==> src/rtl/fsm_peatonal.sv <==
// Pedestrian crossing / protected-turn phase controller.
// Latches a synchronised push-button request and sequences TURN -> CLEAR -> PED -> BLINK -> CLEAR2 -> VEH.
module fsm_peatonal #(
  parameter int CLK_DIV   = 50_000_000,
  parameter int T_MIN_VEH = 10,
  parameter int T_TURN    = 5,
  parameter int T_CLEAR   = 2,
  parameter int T_PED     = 8,
  parameter int T_BLINK   = 4
) (
  input  logic       clk,
  input  logic       rst_n,
  input  logic       ped_req,
  output logic [1:0] ped_light,
  output logic [1:0] turn_light,
  output logic       veh_go,
  output logic       req_pending
);

  localparam int PW = (CLK_DIV > 1) ? $clog2(CLK_DIV) : 1;
  localparam logic [PW-1:0] PRESC_MAX = PW'(CLK_DIV - 1);

  localparam logic [7:0] MIN_VEH    = 8'(T_MIN_VEH);
  localparam logic [7:0] MIN_VEH_M1 = 8'(T_MIN_VEH - 1);
  localparam logic [7:0] TURN_LAST  = 8'(T_TURN - 1);
  localparam logic [7:0] CLEAR_LAST = 8'(T_CLEAR - 1);
  localparam logic [7:0] PED_LAST   = 8'(T_PED - 1);
  localparam logic [7:0] BLINK_LAST = 8'(T_BLINK - 1);

  localparam logic [1:0] RED   = 2'b00;
  localparam logic [1:0] GREEN = 2'b10;
  localparam logic [1:0] OFF   = 2'b11;

  typedef enum logic [2:0] {
    VEH    = 3'd0,
    TURN   = 3'd1,
    CLEAR  = 3'd2,
    PED    = 3'd3,
    BLINK  = 3'd4,
    CLEAR2 = 3'd5
  } state_t;

  state_t        state, state_nxt;
  logic [PW-1:0] presc, presc_nxt;
  logic [7:0]    tickcnt, tickcnt_nxt;
  logic          s1, s2, s2_d, rise_q;
  logic          tick, transition, pend_nxt;
  logic [1:0]    ped_nxt, turn_nxt;
  logic          veh_nxt;

  assign tick = (presc == PRESC_MAX);

  // Next state, counters and request latch.
  // NOTE: every always_comb output gets a default first so no path leaves it unassigned (no latches).
  always_comb begin
    state_nxt = state;
    case (state)
      // Min dwell counts as met on the very edge the counter reaches it.
      VEH:    if (req_pending && ((tickcnt == MIN_VEH) || (tick && tickcnt == MIN_VEH_M1)))
                state_nxt = TURN;
      TURN:   if (tick && tickcnt == TURN_LAST)  state_nxt = CLEAR;
      CLEAR:  if (tick && tickcnt == CLEAR_LAST) state_nxt = PED;
      PED:    if (tick && tickcnt == PED_LAST)   state_nxt = BLINK;
      BLINK:  if (tick && tickcnt == BLINK_LAST) state_nxt = CLEAR2;
      CLEAR2: if (tick && tickcnt == CLEAR_LAST) state_nxt = VEH;
      default: state_nxt = VEH;
    endcase

    transition = (state_nxt != state);

    presc_nxt = (transition || tick) ? '0 : presc + 1'b1;

    tickcnt_nxt = tickcnt;
    if (transition)
      tickcnt_nxt = '0;
    else if (tick && !(state == VEH && tickcnt == MIN_VEH))
      tickcnt_nxt = tickcnt + 8'd1;

    pend_nxt = req_pending;
    if (state_nxt == PED && state != PED)
      pend_nxt = 1'b0;
    else if (rise_q && (state inside {VEH, TURN, CLEAR, CLEAR2}))
      pend_nxt = 1'b1;
  end

  // Light codes are decoded from the upcoming state so they register on the same edge.
  always_comb begin
    ped_nxt  = RED;
    turn_nxt = RED;
    veh_nxt  = 1'b0;
    case (state_nxt)
      VEH:     veh_nxt  = 1'b1;
      TURN:    turn_nxt = GREEN;
      PED:     ped_nxt  = GREEN;
      BLINK:   ped_nxt  = tickcnt_nxt[0] ? GREEN : OFF;
      default: ;
    endcase
  end

  // NOTE: sequential state uses non-blocking assignments so all flops update from pre-edge values.
  // NOTE: every flop here is cleared by the asynchronous reset; there is no memory array to exempt.
  always_ff @(posedge clk or negedge rst_n) begin
    if (!rst_n) begin
      state       <= VEH;
      presc       <= '0;
      tickcnt     <= '0;
      s1          <= 1'b0;
      s2          <= 1'b0;
      s2_d        <= 1'b0;
      rise_q      <= 1'b0;
      req_pending <= 1'b0;
      ped_light   <= RED;
      turn_light  <= RED;
      veh_go      <= 1'b1;
    end else begin
      s1          <= ped_req;
      s2          <= s1;
      s2_d        <= s2;
      rise_q      <= s2 & ~s2_d;
      state       <= state_nxt;
      presc       <= presc_nxt;
      tickcnt     <= tickcnt_nxt;
      req_pending <= pend_nxt;
      ped_light   <= ped_nxt;
      turn_light  <= turn_nxt;
      veh_go      <= veh_nxt;
    end
  end

endmodule

==> config.mk <==
export PLATFORM = sky130hd
export DESIGN_NAME = fsm_peatonal
export DESIGN_NICKNAME = d
export VERILOG_FILES = /design/src/rtl/fsm_peatonal.sv
export SDC_FILE = /design/constraint.sdc
export NUM_CORES = 1
export LEC_CHECK = 0
export ABC_AREA = 1
export CORE_AREA = 2 2 53 92
export DETAILED_ROUTE_END_ITERATION = 8
export DIE_AREA = 0 0 55 94
export GPL_TIMING_DRIVEN = 0
export PLACE_DENSITY = 0.82
export SKIP_CTS_REPAIR_TIMING = 1
export SLEW_MARGIN = 20
export SYNTH_ARGS = -nofsm -noshare
export SYNTH_HDL_FRONTEND = slang
export SYNTH_SLANG_ARGS = --single-unit
==> constraint.sdc <==
create_clock -name clk -period 3.25 [get_ports clk]
set_input_delay 0.65 -clock clk [delete_from_list [all_inputs] [get_ports clk]]
set_output_delay 0.65 -clock clk [all_outputs]
set_load 0.005 [all_outputs]
==> metrics <==
average cell area after synthesis=8.560 sq um; Slew Viols, Final=0; synthesized flop and latch total=46; Synth area leader=dfrtp_1; port bufs=7; WS Path Type=reg -> reg; Initial Util=63.75%; post-synthesis cell count=328; Area growth, synth to finish=8.690%; Clk pin slew, worst setup/hold paths=0.09 ns; share of flip-flops with an asynchronous set or reset=100.0%; RSZ-0062 raised after global routing=no; root buffer cell=clkbuf_8; Clock power frac=38.1%; Post-Route WL=5.381 mm; Main synth FF type=dfrtp_1; synth warn=0; Cell Rows=32; Max clock buf depth=2; crit path DAT=2.50 ns; CP Cell Sequence=ha_1 > nand3_2 > inv_2 > nand2_1 > nor2_2 > nand3_1 > nand2_2 > nand2_2 > nor2_4 > nand2_4 > nand2_4 > nand4_4 > buf_12 > nor2_4; Synthesized Nets=336; combinational share of power=1.8%; Tcrit/Tclk final=69.60%; first-pass GRT wire length=9.294 mm; total CTS buffers=5; Max Clock Skew=0.01115 ns; CP peak stage delay=0.37 ns; Power Density=313.5 nW/um^2; CTS tree=built; initial drt markers=69; CP max FO=10; first-pass iteration count of the detailed router=4; fin util=69.29%; DR vias=2143; Skew-Pair Late Insertion Delay=0.30 ns; Worst Path Required=3.49 ns; Worst setup EP type=register; H-tree Lvls=2; CORE AREA=4404 sq um; Mapped Area=2808 sq um; drt wl/cell=13.62 microns; NumNets Final=351; Commonest cells post-synth=nand2_1 (51), dfrtp_1 (45), nor2_1 (45); n_diodes=0; vias per inst=5.425; vias in the first global route=2213; Seq/Total Area, Yosys=41.04%; Filler Cell Count=373; Seq pwr share=60.1%; remaining global-route overflow=0; post-synth cell types=31; EDFF count, synth=0; WP depth=14; Routed Antenna Nets=0; critical path's slowest cell=dfrtp_1; synth top area cells=dfrtp_1 (40%), nor2_4 (10%), nand2_1 (6.8%); Peak supply drop=0.0003706 V; dpl hpwl=4.111 mm; Final Hold Fails=0; layout cell share with drive strength beyond 1=20.35%; Final setup viols=0; Num Clock Sinks=46; Setup crit start kind=register; Bufs and invs on worst path=2; DRC viols=0; CP top delay family=simple AND/OR/NAND/NOR gates; max-cap violations=0; Pleak=1.296 nW; DIE AREA=5170 sq um; fmax=442.1 MHz; Switching Fraction=21.58%; internal cell power=0.0007502 W; TNS Setup=0 ns; Reg2Reg Depth=14; post-synth top area share=40.11%; GP Congestion=0.8157; Switching Power=0.0002065 W; most frequent cell after synthesis=nand2_1; Die H=94 microns; # IOs=9; largest net degree at the start of global routing=30; status=finished clean; Hold Crit Class=in -> async; min Tclk post-route=2.262 ns; chip width=55 microns; initial antenna violation count=0; Tot GR Track Use=24.64%
[worst paths after layout]
path / slack (ns) / endpoint / startpoint
max reg2reg: 0.99 / presc[6]$_DFF_PN0_ / presc[0]$_DFF_PN0_
min: 0.28 / ped_light[1]$_DFF_PN0_ / rst_n
min in group clk: 0.37 / s2$_DFF_PN0_ / s1$_DFF_PN0_
min reg2reg: 0.37 / s2$_DFF_PN0_ / s1$_DFF_PN0_
max: 0.99 / presc[6]$_DFF_PN0_ / presc[0]$_DFF_PN0_
max in group asynchronous: 2.46 / presc[10]$_DFF_PN0_ / rst_n
[cell type report]
class                           count  area (sq um)  share of cell area, %
Timing Repair Buffer                8         85.08                  2.788
Clock buffer                        6         82.58                  2.706
Inverter                           42         157.7                  5.166
Tap cell                           51         63.81                  2.091
Buffer                              3         47.55                  1.558
Clock inverter                      2         12.51                 0.4100
Multi-Input combinational cell    237          1450                  47.52
Sequential cell                    46          1152                  37.76
[registers in the layout, summed over array words and instances, names as in the netlist]
register / count
turn_light: 1
s1: 1
veh_go: 1
req_pending: 1
ped_light: 2
s2: 1
tickcnt: 8
presc: 26
s2_d: 1
state: 3
rise_q: 1
[power groups by stage]
stage / clock, W / sequential [W] / combinational [W]
after CTS: 0.000375 / 0.000575 / 0.0000180
after global placement: 0 / 0.000586 / 0.0000151
after detailed placement: 0 / 0.000587 / 0.0000180
after global routing: 0.000400 / 0.000576 / 0.0000205
after floorplan: 0 / 0.000586 / 0.00000157
final: 0.000364 / 0.000575 / 0.0000171
[through the flow]
step / hold WS (ns) / setup WS [ns] / power, W / std cells / area (sq um)
floorplan: 0.3312 / 1.313 / 0.0005880 / 328 / 2808
global placement: 0.3321 / 0.2917 / 0.0006016 / 386 / 2942
detailed placement: 0.3576 / 0.9707 / 0.0006046 / 387 / 2957
CTS: 0.2863 / 0.9517 / 0.0009686 / 395 / 3052
global route: 0.2983 / 0.7507 / 0.0009959 / 395 / 3052
finish: 0.2782 / 0.9881 / 0.0009567 / 395 / 3052
[kinds of logic (layout without fill, tap and decap cells)]
| group | count (synthesis) | in the layout | share of synthesized area (%) |
|---|---|---|---|
| AO/OA/AOI/OAI | 11 | 11 | 2.451 |
| adder cells (fa/ha/maj) | 5 | 5 | 2.228 |
| flip-flops | 46 | 46 | 41.04 |
| buffers and inverters | 45 | 61 | 7.308 |
| AND/OR/NAND/NOR | 196 | 196 | 39.35 |
| XOR/XNOR | 24 | 24 | 7.487 |
| other | 1 | 1 | 0.1336 |
[layer usage]
layer  vias to the layer above  GRT usage, %  share of wire [%]
li1                       1061             -                  -
met1                      1022         24.40                 38
met2                        39         44.74                 56
met3                        21         4.140                2.0
met4                         0         14.02                4.5
met5                         -             0                  0
[layout by cell type, fill, tap and decap left out, types with 2 or more instances in the layout]
| cell | netlist | layout |
|---|---|---|
| nand2_4 | 2 | 2 |
| nand3_2 | 4 | 4 |
| nand2_1 | 51 | 51 |
| clkdlybuf4s50_1 | 0 | 6 |
| nand2_2 | 11 | 11 |
| a21oi_1 | 5 | 5 |
| nor2_1 | 45 | 45 |
| ha_1 | 5 | 5 |
| xor2_1 | 17 | 17 |
| dfrtp_1 | 45 | 45 |
| clkbuf_8 | 0 | 6 |
| nor2_2 | 3 | 3 |
| buf_12 | 2 | 3 |
| nand4_1 | 8 | 8 |
| xnor2_1 | 7 | 7 |
| nor2_4 | 26 | 26 |
| nand3_1 | 26 | 26 |
| inv_1 | 34 | 34 |
| nor3_1 | 16 | 16 |
| inv_2 | 8 | 8 |
(Power assumes the default switching activity.)
==> patch, RTL diff (same settings) <==
Set the parameter `CLK_DIV` to 100_000_000 (it was 50_000_000).
--- a/src/rtl/fsm_peatonal.sv
+++ b/src/rtl/fsm_peatonal.sv
@@ -3,3 +3,3 @@
 module fsm_peatonal #(
-  parameter int CLK_DIV   = 50_000_000,
+  parameter int CLK_DIV   = 100_000_000,
   parameter int T_MIN_VEH = 10,
Formal check against the unedited RTL: same outputs for any inputs over 10 cycles, from zero or initial values and one cycle with rst_n low; that may be too few to reach the edited logic, so the function may still have changed.
==> patch against the unedited design <==
- power grew 1.7%
- wire length fell by 3.0%
- worst setup slack improved by 0.042 ns
- largest power group unchanged
- sequential share of layout area up 0.60 points
- sequential cell count grew 1
- via count decreased by 4.4%
- final area grew 0.57%
- synthesized cell count is 0.30% lower
- die area stayed put
- synthesized area is 0.76% higher
==> patch: results (changes against the unedited design) <==
### Outcome
- status: completed

### GRT
- GR Layer Usage met2: 44.2%, -0.50 points
- global-route track usage on met1: 26.5%, +2.1 points
- fraction of met3 tracks used by global routing: 3.98%, -0.16 points
- total track usage: 24.3%, -0.32 points
- global-route wire length before repair: 9.17 mm, -1.3%
- number of global-route vias before repair: 2099, -5.2%

### Layout
- largest registers in the final layout: presc (27), tickcnt (8), state (3)
- number of nets in the final layout: 350, -0.28%
- layout cells sized above 1: 19.8%, -0.52 points

### Yosys
- share of synthesized cell area in full adder, half adder and majority cells: 2.21%, -0.017 points
- part of the Yosys area used for sequential elements: 41.6%, +0.58 points
- Post-synth top cells: sky130_fd_sc_hd__nand2_1, sky130_fd_sc_hd__dfrtp_1, sky130_fd_sc_hd__nor2_1
- Post-Synthesis Net Count: 335, -0.30%
- complex-gate fraction of the synthesized area: 1.42%, -1.0 points
- ranking of synthesized cells by area: sky130_fd_sc_hd__dfrtp_1, sky130_fd_sc_hd__nor2_4, sky130_fd_sc_hd__nand2_1, sky130_fd_sc_hd__xor2_1, sky130_fd_sc_hd__nor2_1
- synthesized-area fraction occupied by xor and xnor cells: 8.36%, +0.87 points
- Gate Count Post-Synth: 327, -0.30%

### Place
- placed instance count: 386, -0.26%
- DP Wirelength: 3.99 mm, -2.9%

### Routing
- routed length per placed instance: 13.2 µm, -2.8%
- First DRT Iteration DRCs: 31, -55%
- Vias per Instance: 5.20, -4.1%
- routed wire length on met3: 112 µm, +6.7%
- total wire length after detailed routing: 5.22 mm, -3.0%
- first-pass iteration count of the detailed router: 5, +1

### Power
- power density over the cells: 317 nW/µm², +1.2%
- Worst VDD drop: 0.311 mV, -16%
- power in sequential cells: 0.000588 W, +2%

### Setup path
- endpoint arrival time on the critical path: 2.41 ns, -0.09 ns

### Timing
- maximum clock skew at final layout: 0.00964 ns, -0.00151 ns

==> patch: layout make-up <==
type	count	share of cell area (%)
clock inverter	3	0.734
timing repair buffer	8	2.77
multi-input combinational	233	46.9
inverter	44	5.38
clock buffer	5	2.24
tap	51	2.08
buffer	3	1.55
sequential	47	38.4
==> patch: metrics by stage <==
step / utilization, % / setup slack, ns / cell area (µm²)
CTS: 69.7 / 1.01 / 3070
global placement: 67.3 / 0.242 / 2960
detailed placement: 67.6 / 1.04 / 2980
global route: 69.7 / 0.815 / 3070
floorplan: - / 1.28 / 2830
finish: 69.7 / 1.03 / 3070
==> patch: final timing paths <==
kind	startpoint	slack (ns)	to	cells after the start
max in group asynchronous	rst_n	2.43	presc[12]	2
max reg2reg	presc[0]	1.03	presc[19]	15
min	rst_n	0.31	presc[7]	1
max	presc[0]	1.03	presc[19]	15
min in group clk	s1	0.37	s2	0
min reg2reg	s1	0.37	s2	0
